`src/rtl/game_sound_pkg.sv`:
```
// Shared types and melody tables for the game sound player.
// Half-periods are in clock cycles before the per-build multiplier.
package game_sound_pkg;

  typedef enum logic {MEL_LOSE, MEL_WIN} melody_e;
  typedef enum logic [1:0] {IDLE, PLAY, GAP, DONE} state_e;

  localparam logic [9:0] WIN_FREQ  = 10'd1;
  localparam logic [9:0] LOSE_FREQ = 10'd0;
  localparam int LOSE_NOTES = 3;
  localparam int WIN_NOTES  = 4;
  localparam int MAX_HP     = 12;

  function automatic logic [3:0] half_period_base(melody_e m, logic [1:0] idx);
    logic [3:0] hp;
    hp = 4'd8;
    if (m == MEL_WIN) begin
      case (idx)
        2'd0:    hp = 4'd6;
        2'd1:    hp = 4'd5;
        2'd2:    hp = 4'd4;
        default: hp = 4'd3;
      endcase
    end else begin
      case (idx)
        2'd0:    hp = 4'd8;
        2'd1:    hp = 4'd10;
        default: hp = 4'd12;
      endcase
    end
    return hp;
  endfunction

  function automatic logic [1:0] last_note(melody_e m);
    return (m == MEL_WIN) ? 2'(WIN_NOTES - 1) : 2'(LOSE_NOTES - 1);
  endfunction

endpackage

```
`src/rtl/tone_divider.sv`:
```
// Square-wave generator: toggles its output every half_period enabled cycles.
// clr restarts the wave low with the counter at zero.
import game_sound_pkg::*;

module tone_divider #(
  parameter int HP_W = 4
) (
  input  logic            clk,
  input  logic            resetN,
  input  logic            en,
  input  logic            clr,
  input  logic [HP_W-1:0] half_period,
  output logic            wave_o
);

  logic [HP_W-1:0] tone_cnt_q, tone_cnt_d;
  logic            wave_q, wave_d;

  always_comb begin
    tone_cnt_d = tone_cnt_q;
    wave_d     = wave_q;
    if (clr) begin
      tone_cnt_d = '0;
      wave_d     = 1'b0;
    end else if (en) begin
      if (tone_cnt_q == half_period - HP_W'(1)) begin
        tone_cnt_d = '0;
        wave_d     = ~wave_q;
      end else begin
        tone_cnt_d = tone_cnt_q + HP_W'(1);
      end
    end
  end

  always_ff @(posedge clk or negedge resetN) begin
    if (!resetN) begin
      tone_cnt_q <= '0;
      wave_q     <= 1'b0;
    end else begin
      tone_cnt_q <= tone_cnt_d;
      wave_q     <= wave_d;
    end
  end

  assign wave_o = wave_q;

endmodule

```
`src/rtl/game_sound_player.sv`:
```
// Plays a short win/lose square-wave jingle on a rising edge of enable_sound.
// Reports busy while notes/gaps are in progress and a one-cycle done pulse.
import game_sound_pkg::*;

module game_sound_player #(
  parameter int NOTE_TICKS = 40,
  parameter int GAP_TICKS  = 4,
  parameter int HP_MULT    = 1
) (
  input  logic       clk,
  input  logic       resetN,
  input  logic       enable_sound,
  input  logic [9:0] sound_freq,
  output logic       audio_out,
  output logic       busy,
  output logic [1:0] note_idx,
  output logic       done
);

  localparam int HP_W = $clog2(MAX_HP * HP_MULT + 1);
  localparam int NCW  = (NOTE_TICKS > 1) ? $clog2(NOTE_TICKS) : 1;
  localparam int GCW  = (GAP_TICKS > 1) ? $clog2(GAP_TICKS) : 1;

  state_e          state_q, state_d;
  melody_e         melody_q, melody_d;
  logic [1:0]      note_idx_q, note_idx_d;
  logic [NCW-1:0]  note_cnt_q, note_cnt_d;
  logic [GCW-1:0]  gap_cnt_q, gap_cnt_d;
  logic            en_q;
  logic            trig, wave;
  logic [HP_W-1:0] half_period;

  assign trig        = enable_sound & ~en_q;
  assign half_period = HP_W'(HP_MULT * int'(half_period_base(melody_q, note_idx_q)));

  always_ff @(posedge clk or negedge resetN) begin
    if (!resetN) begin
      state_q    <= IDLE;
      melody_q   <= MEL_LOSE;
      note_idx_q <= '0;
      note_cnt_q <= '0;
      gap_cnt_q  <= '0;
      en_q       <= 1'b0;
    end else begin
      state_q    <= state_d;
      melody_q   <= melody_d;
      note_idx_q <= note_idx_d;
      note_cnt_q <= note_cnt_d;
      gap_cnt_q  <= gap_cnt_d;
      en_q       <= enable_sound;
    end
  end

  always_comb begin
    state_d    = state_q;
    melody_d   = melody_q;
    note_idx_d = note_idx_q;
    note_cnt_d = note_cnt_q;
    gap_cnt_d  = gap_cnt_q;
    case (state_q)
      IDLE: if (trig) begin
        state_d    = PLAY;
        melody_d   = (sound_freq == WIN_FREQ) ? MEL_WIN : MEL_LOSE;
        note_idx_d = '0;
        note_cnt_d = '0;
      end
      PLAY: if (note_cnt_q == NCW'(NOTE_TICKS - 1)) begin
        note_cnt_d = '0;
        gap_cnt_d  = '0;
        if (note_idx_q == last_note(melody_q)) begin
          state_d    = DONE;
          note_idx_d = '0;
        end else begin
          state_d = GAP;
        end
      end else begin
        note_cnt_d = note_cnt_q + NCW'(1);
      end
      GAP: if (gap_cnt_q == GCW'(GAP_TICKS - 1)) begin
        gap_cnt_d  = '0;
        state_d    = PLAY;
        note_idx_d = note_idx_q + 2'd1;
      end else begin
        gap_cnt_d = gap_cnt_q + GCW'(1);
      end
      default: state_d = IDLE;
    endcase
  end

  // Divider held clear outside PLAY so every note starts low at count zero.
  tone_divider #(.HP_W(HP_W)) u_tone (
    .clk         (clk),
    .resetN      (resetN),
    .en          (state_q == PLAY),
    .clr         (state_q != PLAY),
    .half_period (half_period),
    .wave_o      (wave)
  );

  always_comb begin
    busy      = (state_q == PLAY) || (state_q == GAP);
    done      = (state_q == DONE);
    audio_out = wave & (state_q == PLAY);
    note_idx  = note_idx_q;
  end

endmodule

```
`config.mk`:
```
export PLATFORM = sky130hd
export DESIGN_NAME = game_sound_player
export DESIGN_NICKNAME = d
export VERILOG_FILES = /design/src/rtl/game_sound_pkg.sv /design/src/rtl/tone_divider.sv /design/src/rtl/game_sound_player.sv
export SDC_FILE = /design/constraint.sdc
export NUM_CORES = 1
export LEC_CHECK = 0
export CAP_MARGIN = 20
export CORE_MARGIN = 8
export CORE_UTILIZATION = 39
export DETAILED_ROUTE_END_ITERATION = 8
export PLACE_DENSITY = 0.71
export SYNTH_ARGS = -nofsm -noshare
export SYNTH_HDL_FRONTEND = slang
export SYNTH_SLANG_ARGS = --single-unit
export TNS_END_PERCENT = 50
```
`constraint.sdc`:
```
create_clock -name clk -period 2.2 [get_ports clk]
set_input_delay 0.44 -clock clk [delete_from_list [all_inputs] [get_ports clk]]
set_output_delay 0.44 -clock clk [all_outputs]
set_load 0.005 [all_outputs]
```
# After elaboration in Yosys (flattened, before gate mapping)
# Cells that the tools add are included.
[word_totals]
out_inout_bits = 5
reg_bits = 19
elab_cells = 73
[classes]
reduce_logical = 14
n_eq_ne = 15
bitwise_logic = 4
n_mux = 27
addsub = 5
[op_table]
columns = ["cell", "n"]
rows = [
  ["two-way mux 2 bit", 9],
  ["two-way mux 4 bit", 4],
  ["two-way mux 6 bit", 2],
  ["case mux 2 bit (3 select lines)", 2],
  ["case mux 6 bit (2 select lines)", 1],
  ["== test 10 x 1 -> 1 bit, second input constant", 1],
  ["case mux 3 bit (3 select lines)", 1],
  ["== test 2 bit, second input constant", 4],
  ["inequality test 2 bit, second input constant", 4],
  ["AND reduction 2 bit", 4],
  ["nonzero test 2 bit", 4],
  ["adder 6 x 1 -> 6 bit, second input constant", 1],
  ["== test 6 bit, second input constant", 1],
  ["two-way mux 1 bit", 6],
  ["case mux 3 bit (2 select lines)", 1],
  ["AND reduction 5 bit", 1],
  ["adder 2 x 1 -> 2 bit, second input constant", 2],
  ["adder 4 x 1 -> 4 bit, second input constant", 1],
  ["== test 2 x 1 -> 1 bit, second input constant", 2],
  ["== test 4 bit", 1],
  ["logical NOT 2 bit", 2],
  ["case mux 2 bit (2 select lines)", 1],
  ["subtractor 4 x 1 -> 4 bit, second input constant", 1],
  ["AND reduction 3 bit", 1],
  ["6 further kinds", 8],
]

# Longest topological paths before layout
# Gate-level depths: netlist of the first run.
[depth]
ltp_word = 8
depth_mapped = 7
depth_no_buf = 7

# Modules after synthesis
# A second synthesis of the first run with hierarchy kept.
[hier_totals]
hier_cells = 128
area_unflattened_um2 = 1273.7
[by_module_without_submodules]
columns = ["module", "cells_each", "area_each_um2", "seq_area_each_um2", "n_inst"]
rows = [
  ["game_sound_player", 92, 912.1, 350.3, 1],
  ["tone_divider", 36, 361.6, 125.1, 1],
]

# Worst setup path before layout of the first run
# Ideal clock, no wire load.
[synth_timing]
kind = "reg-to-reg"
start = "register note_idx_q[0], in the netlist note_idx[0]"
end = "register u_tone.wave_q, in the netlist u_tone.wave_o"
arrival_ns = 1.834
n_path_buf = 0
t_required_ns = 2.074
slack_ns = 0.239
period_less_slack_ns = 1.961
path_stages_with_launch = 8
path_cell_list = "dfrtp_1 > inv_1 > ha_1 > or4b_1 > o21ai_2 > a211oi_1 > a32o_1 > a311o_1"
[synth_between]
elab_chain_len = 7
elab_cells_between_ends = 10
cone_classes = "add/sub: 1; eq/ne: 3; mux: 3; reduce/logical: 3"
[synth_rtl]
columns = ["item", "line_no", "source"]
rows = [
  ["from (decl)", "game_sound_player.sv:26", "logic [1:0] note_idx_q, note_idx_d;"],
  ["from (signal assigned)", "game_sound_player.sv:47", "note_idx_q <= note_idx_d;"],
  ["== test 2 bit (tied with other cells)", "game_sound_pkg.sv:18", "case (idx)"],
  ["case mux 3 bit (3 select lines) or case mux 3 bit (2 select lines) (tied branches)", "game_sound_pkg.sv:18, game_sound_pkg.sv:25", ""],
  ["two-way mux 4 bit (*)", "game_sound_pkg.sv:17", "if (m == MEL_WIN) begin"],
  ["subtractor 4 x 1 -> 4 bit (*)", "tone_divider.sv:26", "if (tone_cnt_q == half_period - HP_W'(1)) begin"],
  ["== test 4 bit (*)", "tone_divider.sv:26", ""],
  ["nonzero test 2 bit (no line) (*)", "n/a", ""],
  ["AND reduction 2 bit (no line) (*)", "n/a", ""],
  ["to (signal assigned)", "tone_divider.sv:41", "wave_q <= wave_d;"],
  ["to (decl)", "tone_divider.sv:17", "logic wave_q, wave_d;"],
]
# Mark *: on every way between the ends. The rest lies on a longest branch, timed or not.
# A chain may end at the register's enable or synchronous reset.

# Worst setup path in the final report of the first run
# Ends and elaborated chain as after synthesis.

==> run_results.csv, run 1 <==
group,metric,value,unit
outcome,outcome,"completed",
finish,fin_nets,193,
setup_path,crit_chain,"inv_1 > ha_1 > nand2_1 > o21ai_0 > a221o_2 > a32o_1 > a311o_1",
finish,fin_area,0.00159,mm²
global_routing,grt_max_degree,20,
sta,max_clock_freq,468,MHz
place,gp_congestion,0.882,
floorplan,top_level_ports,18,
sta,setup_viol,0,
finish,fillers,316,
sta,hold_viol,0,
logic_synthesis,yosysMostFrequentCell,"dfrtp_1",
logic_synthesis,synth_cells,143,
clock_network,h-tree-depth,1,
logic_synthesis,ys_top_cells_by_count,"dfrtp_1 (19), nand2_1 (14), ha_1 (13), nor2_1 (11), o21ai_0 (9)",
floorplan,rows,21,
global_routing,antenna_found_initial,0,
setup_path,worst_setup_path_start_kind,"flip-flop",
place,place_area,0.00154,mm²
logic_synthesis,syn_area,0.00131,mm²
drt,first_pass_iters,4,
floorplan,die_w,73.8,µm
setup_path,critPathMaxFanout,6,
setup_path,reg2reg_from,"note_idx[0]",
floorplan,die_area,0.00545,mm²
setup_path,crit_path_start,"note_idx[0]",
setup_path,crit_family,"compound AO/OA/AOI/OAI gates",
drt,drc,0,
floorplan,die_h,73.8,µm
finish,n_antenna_cell,0,
finish,drive_above_1_share,0.0964,
sta,setup_ws,0.0643,ns
setup_path,critPathMaxStageDelay,0.46,ns
sta,post-route-min-period,2.14,ns
job,maxCapViolCount,0,
logic_synthesis,synth-async-reset-ratio,1.00,
drt,viasPerCell,5.34,
drt,drtIter0Drc,46,
place,dpl_worst_slack,0.00691,ns
logic_synthesis,synth-seq-cells,19,
global_routing,track_usage,0.116,
finish,regArea,475,µm²
sta,max-slew-margin-rel,0.660,
clock_network,cts.sinks,19,
global_routing,first_global_vias,1150,
sta,rsz0062_at_grt,"true",
power_and_ir_drop,total_power,1.58,mW
sta,slew_viol_final,0,
drt,ant_nets,0,
setup_path,cp_data_arrival_time,2.33,ns
logic_synthesis,synth_top_area_cell,"dfrtp_1",
clock_network,clk_pin_slew,0.11,ns
setup_path,timing.critical_path.slowest_stage_cell,"dfrtp_1",
drt,vias,1133,
setup_path,worstSetupPathType,"reg -> reg",
logic_synthesis,yosysTopAreaCellShare,0.364,
setup_path,critPathRequiredTime,2.39,ns
power_and_ir_drop,leakagePower,0.692,nW
global_routing,grt_pass1_wl,5.05,mm
logic_synthesis,synthFlopType,"dfrtp_1",
logic_synthesis,yosys.cell_types.count,48,
logic_synthesis,syn_nets,169,
power_and_ir_drop,powerDensity,999,mW/mm²
sta,clock_skew,0.00875,ns
place,dp_hpwl,2.33,mm
finish,area_delta_synth_final,21.5,%
drt,wl,2.95,mm
clock_network,root_buffer,"clkbuf_4",
drt,wl_per_cell,13.9,µm
floorplan,start_util,0.397,
logic_synthesis,synth_edf_count,0,
finish,fin_util,0.483,
clock_network,cts_buffer_depth,2,
global_routing,grt-ovfl-total,0,
clock_network,cts_buffers,3,
clock_network,cts_tree,"done",
logic_synthesis,syn_avg_cell_area,9.13,µm²
setup_path,crit_buf_inv,1,
logic_synthesis,synth_area_leaders,"dfrtp_1 (36%), ha_1 (12%), nand2_1 (4.0%)",
setup_path,endpoint_kind,"flip-flop",
finish,multiInputGateArea,785,µm²
place,port_buffers,17,
sta,fin_crit_sh,0.971,
logic_synthesis,synth-seq-area-share,0.364,
floorplan,core,0.00328,mm²
clock_network,insertion_delay,0.30,ns
sta,worstMarginPinSlew,0.495,ns
logic_synthesis,yosys_warnings,0,
worst_hold_path,hold_class,"in -> async",
power_and_ir_drop,vdd_drop_max,0.588,mV
## layout by cell type, fill, tap and decap left out, types with 3 or more instances in the layout
| master | Yosys | routed |
|---|---|---|
| clkbuf_4 | 0 | 3 |
| nor2b_1 | 4 | 4 |
| nor2_1 | 11 | 11 |
| nand3_1 | 5 | 5 |
| ha_1 | 13 | 12 |
| o21ai_1 | 5 | 4 |
| inv_1 | 8 | 8 |
| nand2_1 | 14 | 14 |
| buf_4 | 0 | 5 |
| nor3_1 | 5 | 5 |
| clkdlybuf4s50_1 | 0 | 17 |
| o21ai_0 | 9 | 9 |
| dfrtp_1 | 19 | 19 |
| a21oi_1 | 3 | 3 |
## per-layer routing
metal / part of all wire / global-route usage / vias to the layer above
met5: 0 / 0 / -
met4: 0.0051 / 0.0266 / 0
met3: 0.045 / 0.0341 / 2
met2: 0.52 / 0.213 / 16
met1: 0.43 / 0.127 / 553
li1: - / - / 562
## power by group
part | total (mW) | switching, mW | internal, mW
Clock | 0.179 | 0.109 | 0.0706
Sequential | 0.541 | 0.0991 | 0.442
Combinational | 0.863 | 0.467 | 0.395
## flip-flops by register name (all words and copies together) (netlist names)
register / cells
en_q: 1
gap_cnt_q: 2
melody_q: 1
note_cnt_q: 6
note_idx: 2
state_q: 2
u_tone.tone_cnt_q: 4
u_tone.wave_o: 1
## final timing paths
path                                      end  slack, ns  cells after the start
worst max-delay path            u_tone.wave_o       0.06                      7
worst min-delay path            note_cnt_q[4]       0.47                      2
worst max register to register  u_tone.wave_o       0.06                      7
worst min register to register   gap_cnt_q[0]       0.49                      1
max in group asynchronous          state_q[0]       1.52                      2
min in group clk                 gap_cnt_q[0]       0.49                      1
## per-stage QoR
stage | cells | hold slack [ns] | TNS (ns)
detailed placement | 207 | 0.472 | 0
global route | 212 | 0.509 | -0.0223
finish | 212 | 0.469 | 0
CTS | 212 | 0.464 | 0
global placement | 207 | 0.473 | 0
floorplan | 143 | 0.144 | 0
## cell type report
cell class                 instances  share of cell area
clock buffer                       4              0.0166
inverter                           9              0.0213
multi-input combinational        112               0.495
sequential                        19               0.300
tap                               46              0.0363
timing repair buffer              22               0.131
## cell families (layout without fill, tap and decap cells)
group	after synthesis	after routing	share of synthesized area
simple gates	58	58	0.237
compound gates	37	37	0.198
flops	19	19	0.364
fa+ha+maj	13	13	0.125
buf+inv	12	35	0.0470
xor+xnor	2	2	0.0134
mux	2	2	0.0153
## timing repair
item / 4_1_cts / 5_1_grt
hold buffers: 0 / 0
hold endpoints to repair: 0 / 0
setup buffers: 1 / 0
setup endpoints to repair: 1 / 2
resized for setup: 1 / 2
cloned: 0 / 0
Power figures use the tool's default switching activity.
==> run 2, diff against run 1 <==
==> constraint.sdc (replaced) <==
create_clock -name clk -period 2.2 [get_ports clk]
set_input_delay 0.22 -clock clk [delete_from_list [all_inputs] [get_ports clk]]
set_output_delay 0.22 -clock clk [all_outputs]
set_load 0.005 [all_outputs]
==> run 2 against run 1 <==
  * Wire length shrank 1.4%
  * Cell count is 0.94% lower
  * Clock skew down 0.0017 ns
  * Register-to-register slack gained 0.06 ns
  * Hold slack worse by 0.23 ns
  * Sequential power is 2% higher
  * Final area down 1.7%
  * Power down 3.2%
  * Utilization decreased by 0.80 points
  * Critical endpoint is now audio_out
  * Largest cell class unchanged
==> run_results.csv, run 2 (synthesized netlist as in run 1, its figures left out) <==
group,metric,value,unit
finish,drive_above_1_share,0.0976,
power_and_ir_drop,total_power,1.53,mW
place,gp_congestion,0.809,
finish,n_antenna_cell,0,
global_routing,grt-ovfl-total,0,
global_routing,grt_pass1_wl,4.98,mm
global_routing,grt_max_degree,20,
finish,top_register,"note_cnt_q",
drt,vias,1118,
clock_network,clk_pin_slew,0.11,ns
power_and_ir_drop,leakagePower,0.678,nW
clock_network,cts.sinks,19,
sta,max-slew-margin-rel,0.539,
floorplan,top_level_ports,18,
clock_network,h-tree-depth,1,
clock_network,cts_buffers,3,
finish,final_cell_mix,"dfrtp_1 (17), clkdlybuf4s50_1 (17), nand2_1 (14)",
floorplan,die_w,73.8,µm
drt,viasPerCell,5.32,
setup_path,worst_setup_path_start_kind,"flip-flop",
finish,largest_reg_flops,6,
setup_path,critPathRequiredTime,1.98,ns
clock_network,cts_buffer_depth,2,
global_routing,first_global_vias,1131,
sta,setup_viol,0,
setup_path,critPathMaxFanout,10,
worst_hold_path,hold_class,"in -> async",
sta,setup_ws,0.128,ns
finish,fin_util,0.475,
sta,post-route-min-period,2.07,ns
sta,worstMarginPinSlew,0.673,ns
floorplan,die_h,73.8,µm
finish,fin_cells,210,
job,maxCapViolCount,0,
floorplan,die_area,0.00545,mm²
sta,hold_viol,0,
drt,drc,0,
sta,rsz0062_at_grt,"false",
finish,reg.largest.list,"note_cnt_q: 6 flops, u_tone.tone_cnt_q: 4 flops",
floorplan,rows,21,
power_and_ir_drop,vdd_drop_max,0.710,mV
floorplan,start_util,0.397,
setup_path,cp_data_arrival_time,1.85,ns
setup_path,endpoint_kind,"output pin",
place,port_buffers,17,
finish,fin_nets,191,
place,dp_hpwl,2.32,mm
drt,wl,2.91,mm
drt,wl_per_cell,13.9,µm
global_routing,track_usage,0.116,
setup_path,worstSetupPathType,"reg -> out",
sta,clock_skew,0.00708,ns
sta,timing.hold.ws,0.235,ns
finish,fin_area,0.00156,mm²
sta,fin_crit_sh,0.942,
drt,ant_nets,0,
power_and_ir_drop,powerDensity,983,mW/mm²
place,dpl.cell_count,206,
clock_network,root_buffer,"clkbuf_4",
sta,slew_viol_final,0,
finish,area_delta_synth_final,19.5,%
drt,first_pass_iters,4,
clock_network,insertion_delay,0.30,ns
sta,max_clock_freq,483,MHz
outcome,outcome,"completed",
global_routing,antenna_found_initial,0,
sta,tns,0,ns
floorplan,core,0.00328,mm²
clock_network,cts_post_setup_buffers_inserted,0,
place,dpl_worst_slack,0.0851,ns
drt,drtIter0Drc,34,
place,place_area,0.00153,mm²
clock_network,cts_tree,"done",
[run 2: path summary, 6_finish.rpt]
| check | to | cells after the start | slack, ns | start |
|---|---|---|---|---|
| worst min-delay path | note_cnt_q[0] | 2 | 0.23 | resetN |
| worst max register to register | u_tone.wave_o | 7 | 0.13 | note_idx[0] |
| max in group asynchronous | note_idx[0] | 2 | 1.75 | resetN |
| worst min register to register | gap_cnt_q[0] | 1 | 0.51 | gap_cnt_q[0] |
| min in group clk | en_q | 1 | 0.38 | enable_sound |
| worst max-delay path | audio_out | 6 | 0.13 | state_q[1] |
[run 2: per-layer routing]
| metal | routed length [µm] | GRT usage | part of all wire | up-vias |
|---|---|---|---|---|
| met3 | 79 | 0.0205 | 0.027 | 4 |
| met1 | 1240 | 0.129 | 0.43 | 542 |
| li1 | - | - | - | 559 |
| met2 | 1560 | 0.214 | 0.53 | 13 |
| met4 | 35 | 0.0399 | 0.012 | 0 |
| met5 | 0 | 0 | 0 | - |
[run 2: report_power, final]
part	switching (mW)	internal [mW]	leakage [nW]	total (mW)
combinational	0.441	0.364	0.414	0.805
clock	0.107	0.0708	0.0150	0.178
sequential	0.105	0.445	0.250	0.550
[run 2: critical path, stage by stage (launching register included)]
cell	delay [ns]
dfrtp_2	0.45
inv_1	0.08
ha_1	0.18
buf_4	0.18
nand2_1	0.11
inv_1	0.06
clkdlybuf4s50_1	0.49
[run 2: cell type report]
type	count	area [µm²]
inverters	9	33.8
clock buffers	4	26.3
flip-flops and latches	19	478
well taps	46	57.6
fillers	318	1730
multi-input cells	112	771
repair buffers	20	193
[run 2: repair_timing]
action / CTS / global route
setup endpoints to repair: 0 / 2
hold buffers: 0 / 0
gates resized for setup: 0 / 4
==> run 3, diff against run 2 <==
--- a/config.mk
+++ b/config.mk
@@ -10,6 +10,7 @@
 export CORE_UTILIZATION = 39
 export DETAILED_ROUTE_END_ITERATION = 8
 export PLACE_DENSITY = 0.71
+export SKIP_CTS_REPAIR_TIMING = 1
 export SYNTH_ARGS = -nofsm -noshare
 export SYNTH_HDL_FRONTEND = slang
 export SYNTH_SLANG_ARGS = --single-unit
==> constraint.sdc (replaced) <==
create_clock -name clk -period 2.58 [get_ports clk]
set_input_delay 0.258 -clock clk [delete_from_list [all_inputs] [get_ports clk]]
set_output_delay 0.258 -clock clk [all_outputs]
set_load 0.005 [all_outputs]
==> run 3 against run 2 <==
  * Wire length is 2.5% lower
  * Register-to-register slack gained 0.32 ns
  * Cell count is 0.95% lower
  * Die area did not move
  * Critical path type is now reg -> reg
==> run_results.csv, run 3 (synthesized netlist as in run 1, its figures left out) <==
group,metric,value,unit
sta,hold_viol,0,
finish,n_antenna_cell,0,
drt,drtIter0Drc,60,
global_routing,track_usage,0.118,
job,maxCapViolCount,0,
floorplan,die_area,0.00545,mm²
clock_network,cts_buffers,3,
sta,slew_viol_final,0,
place,dpl.cell_count,204,
finish,fin_util,0.469,
finish,fin_nets,189,
sta,tns,0,ns
setup_path,crit_chain,"inv_1 > ha_1 > nor2_1 > a22oi_1 > a221o_2 > a32o_1 > a311o_1",
clock_network,root_buffer,"clkbuf_4",
finish,top_register,"note_cnt_q",
setup_path,reg2reg_to,"u_tone.wave_o",
global_routing,grt_pass1_wl,5.13,mm
setup_path,critPathRequiredTime,2.77,ns
drt,wl,2.84,mm
clock_network,cts_buffer_depth,2,
setup_path,cp_data_arrival_time,2.32,ns
floorplan,rows,21,
setup_path,r2r_slack,0.45,ns
sta,setup_viol,0,
drt,first_pass_iters,4,
sta,post-route-min-period,2.13,ns
sta,fin_crit_sh,0.827,
setup_path,reg2regPathDepth,7,
finish,final_common_cell,"dfrtp_1",
finish,area_delta_synth_final,18.0,%
finish,fin_area,0.00154,mm²
sta,max-slew-margin-rel,0.442,
sta,timing.hold.ws,0.427,ns
finish,reg.largest.list,"note_cnt_q: 6 flops, u_tone.tone_cnt_q: 4 flops",
setup_path,worstSetupPathType,"reg -> reg",
floorplan,die_w,73.8,µm
place,port_buffers,17,
clock_network,cts_tree,"done",
setup_path,worst_setup_path_start_kind,"flip-flop",
place,gp_congestion,0.824,
global_routing,grt-ovfl-total,0,
outcome,outcome,"completed",
place,place_area,0.00151,mm²
global_routing,first_global_vias,1230,
floorplan,start_util,0.397,
clock_network,cts.sinks,19,
sta,clock_skew,0.00455,ns
finish,fin_cells,208,
global_routing,antenna_found_initial,0,
clock_network,insertion_delay,0.29,ns
floorplan,top_level_ports,18,
drt,wl_per_cell,13.6,µm
drt,ant_nets,0,
clock_network,clk_pin_slew,0.11,ns
sta,rsz0062_at_grt,"false",
finish,drive_above_1_share,0.0679,
setup_path,critPathMaxFanout,6,
setup_path,critPathMaxStageDelay,0.46,ns
sta,max_clock_freq,469,MHz
floorplan,core,0.00328,mm²
finish,fillers,312,
setup_path,endpoint_kind,"flip-flop",
finish,final_cell_mix,"dfrtp_1 (19), clkdlybuf4s50_1 (17), nand2_1 (14)",
drt,drc,0,
power_and_ir_drop,leakagePower,0.675,nW
drt,vias,1141,
finish,largest_reg_flops,6,
floorplan,die_h,73.8,µm
power_and_ir_drop,powerDensity,831,mW/mm²
power_and_ir_drop,vdd_drop_max,0.579,mV
setup_path,reg2reg_from,"note_idx[0]",
worst_hold_path,hold_class,"in -> async",
place,dp_hpwl,2.27,mm
drt,viasPerCell,5.49,
sta,worstMarginPinSlew,0.834,ns
global_routing,grt_max_degree,20,
setup_path,timing.critical_path.slowest_stage_cell,"dfrtp_1",
clock_network,h-tree-depth,1,
run 3: through the flow:
stage / worst slack, ns / power (mW)
after floorplan: 0.619 / 0.915
after global placement: 0.564 / 1.10
after detailed placement: 0.458 / 1.14
after CTS: 0.440 / 1.29
after global routing: 0.324 / 1.40
final: 0.446 / 1.28
run 3: area by class of cell:
type,count,area (µm²),share of cell area
clock buffers,3,22.5,0.0146
well taps,46,57.6,0.0374
flip-flops and latches,19,475,0.309
clock inverters,1,5.00,0.00325
repair buffers,18,178,0.115
inverters,9,33.8,0.0219
multi-input cells,112,768,0.499
run 3: worst max path at each step:
stage | slack [ns] | start | cells after the start | end
floorplan | 0.62 | note_idx[0] | 7 | u_tone.wave_o
global placement | 0.56 | note_idx[0] | 7 | u_tone.wave_o
detailed placement | 0.46 | note_idx[0] | 7 | u_tone.wave_o
CTS | 0.44 | state_q[1] | 6 | audio_out
global route | 0.32 | state_q[1] | 6 | audio_out
finish | 0.45 | note_idx[0] | 7 | u_tone.wave_o
run 3: power by group:
part,switching [mW],internal (mW)
Clock,0.0934,0.0577
Sequential,0.0862,0.377
Combinational,0.371,0.295
Total,0.551,0.730
run 3: critical path: cells and delay by family (launching register included):
family / cells / cell delay [ns]
fa+ha+maj: 1 / 0.23
simple gates: 1 / 0.17
buf+inv: 1 / 0.11
flops: 1 / 0.46
compound gates: 4 / 1.06
run 3: per-layer routing:
layer  GRT usage  share of wire  vias up
li1            -              -      558
met1       0.120           0.43      556
met2       0.219           0.52       23
met3      0.0273          0.039        4
met4      0.0599          0.011        0
met5           0              0        -
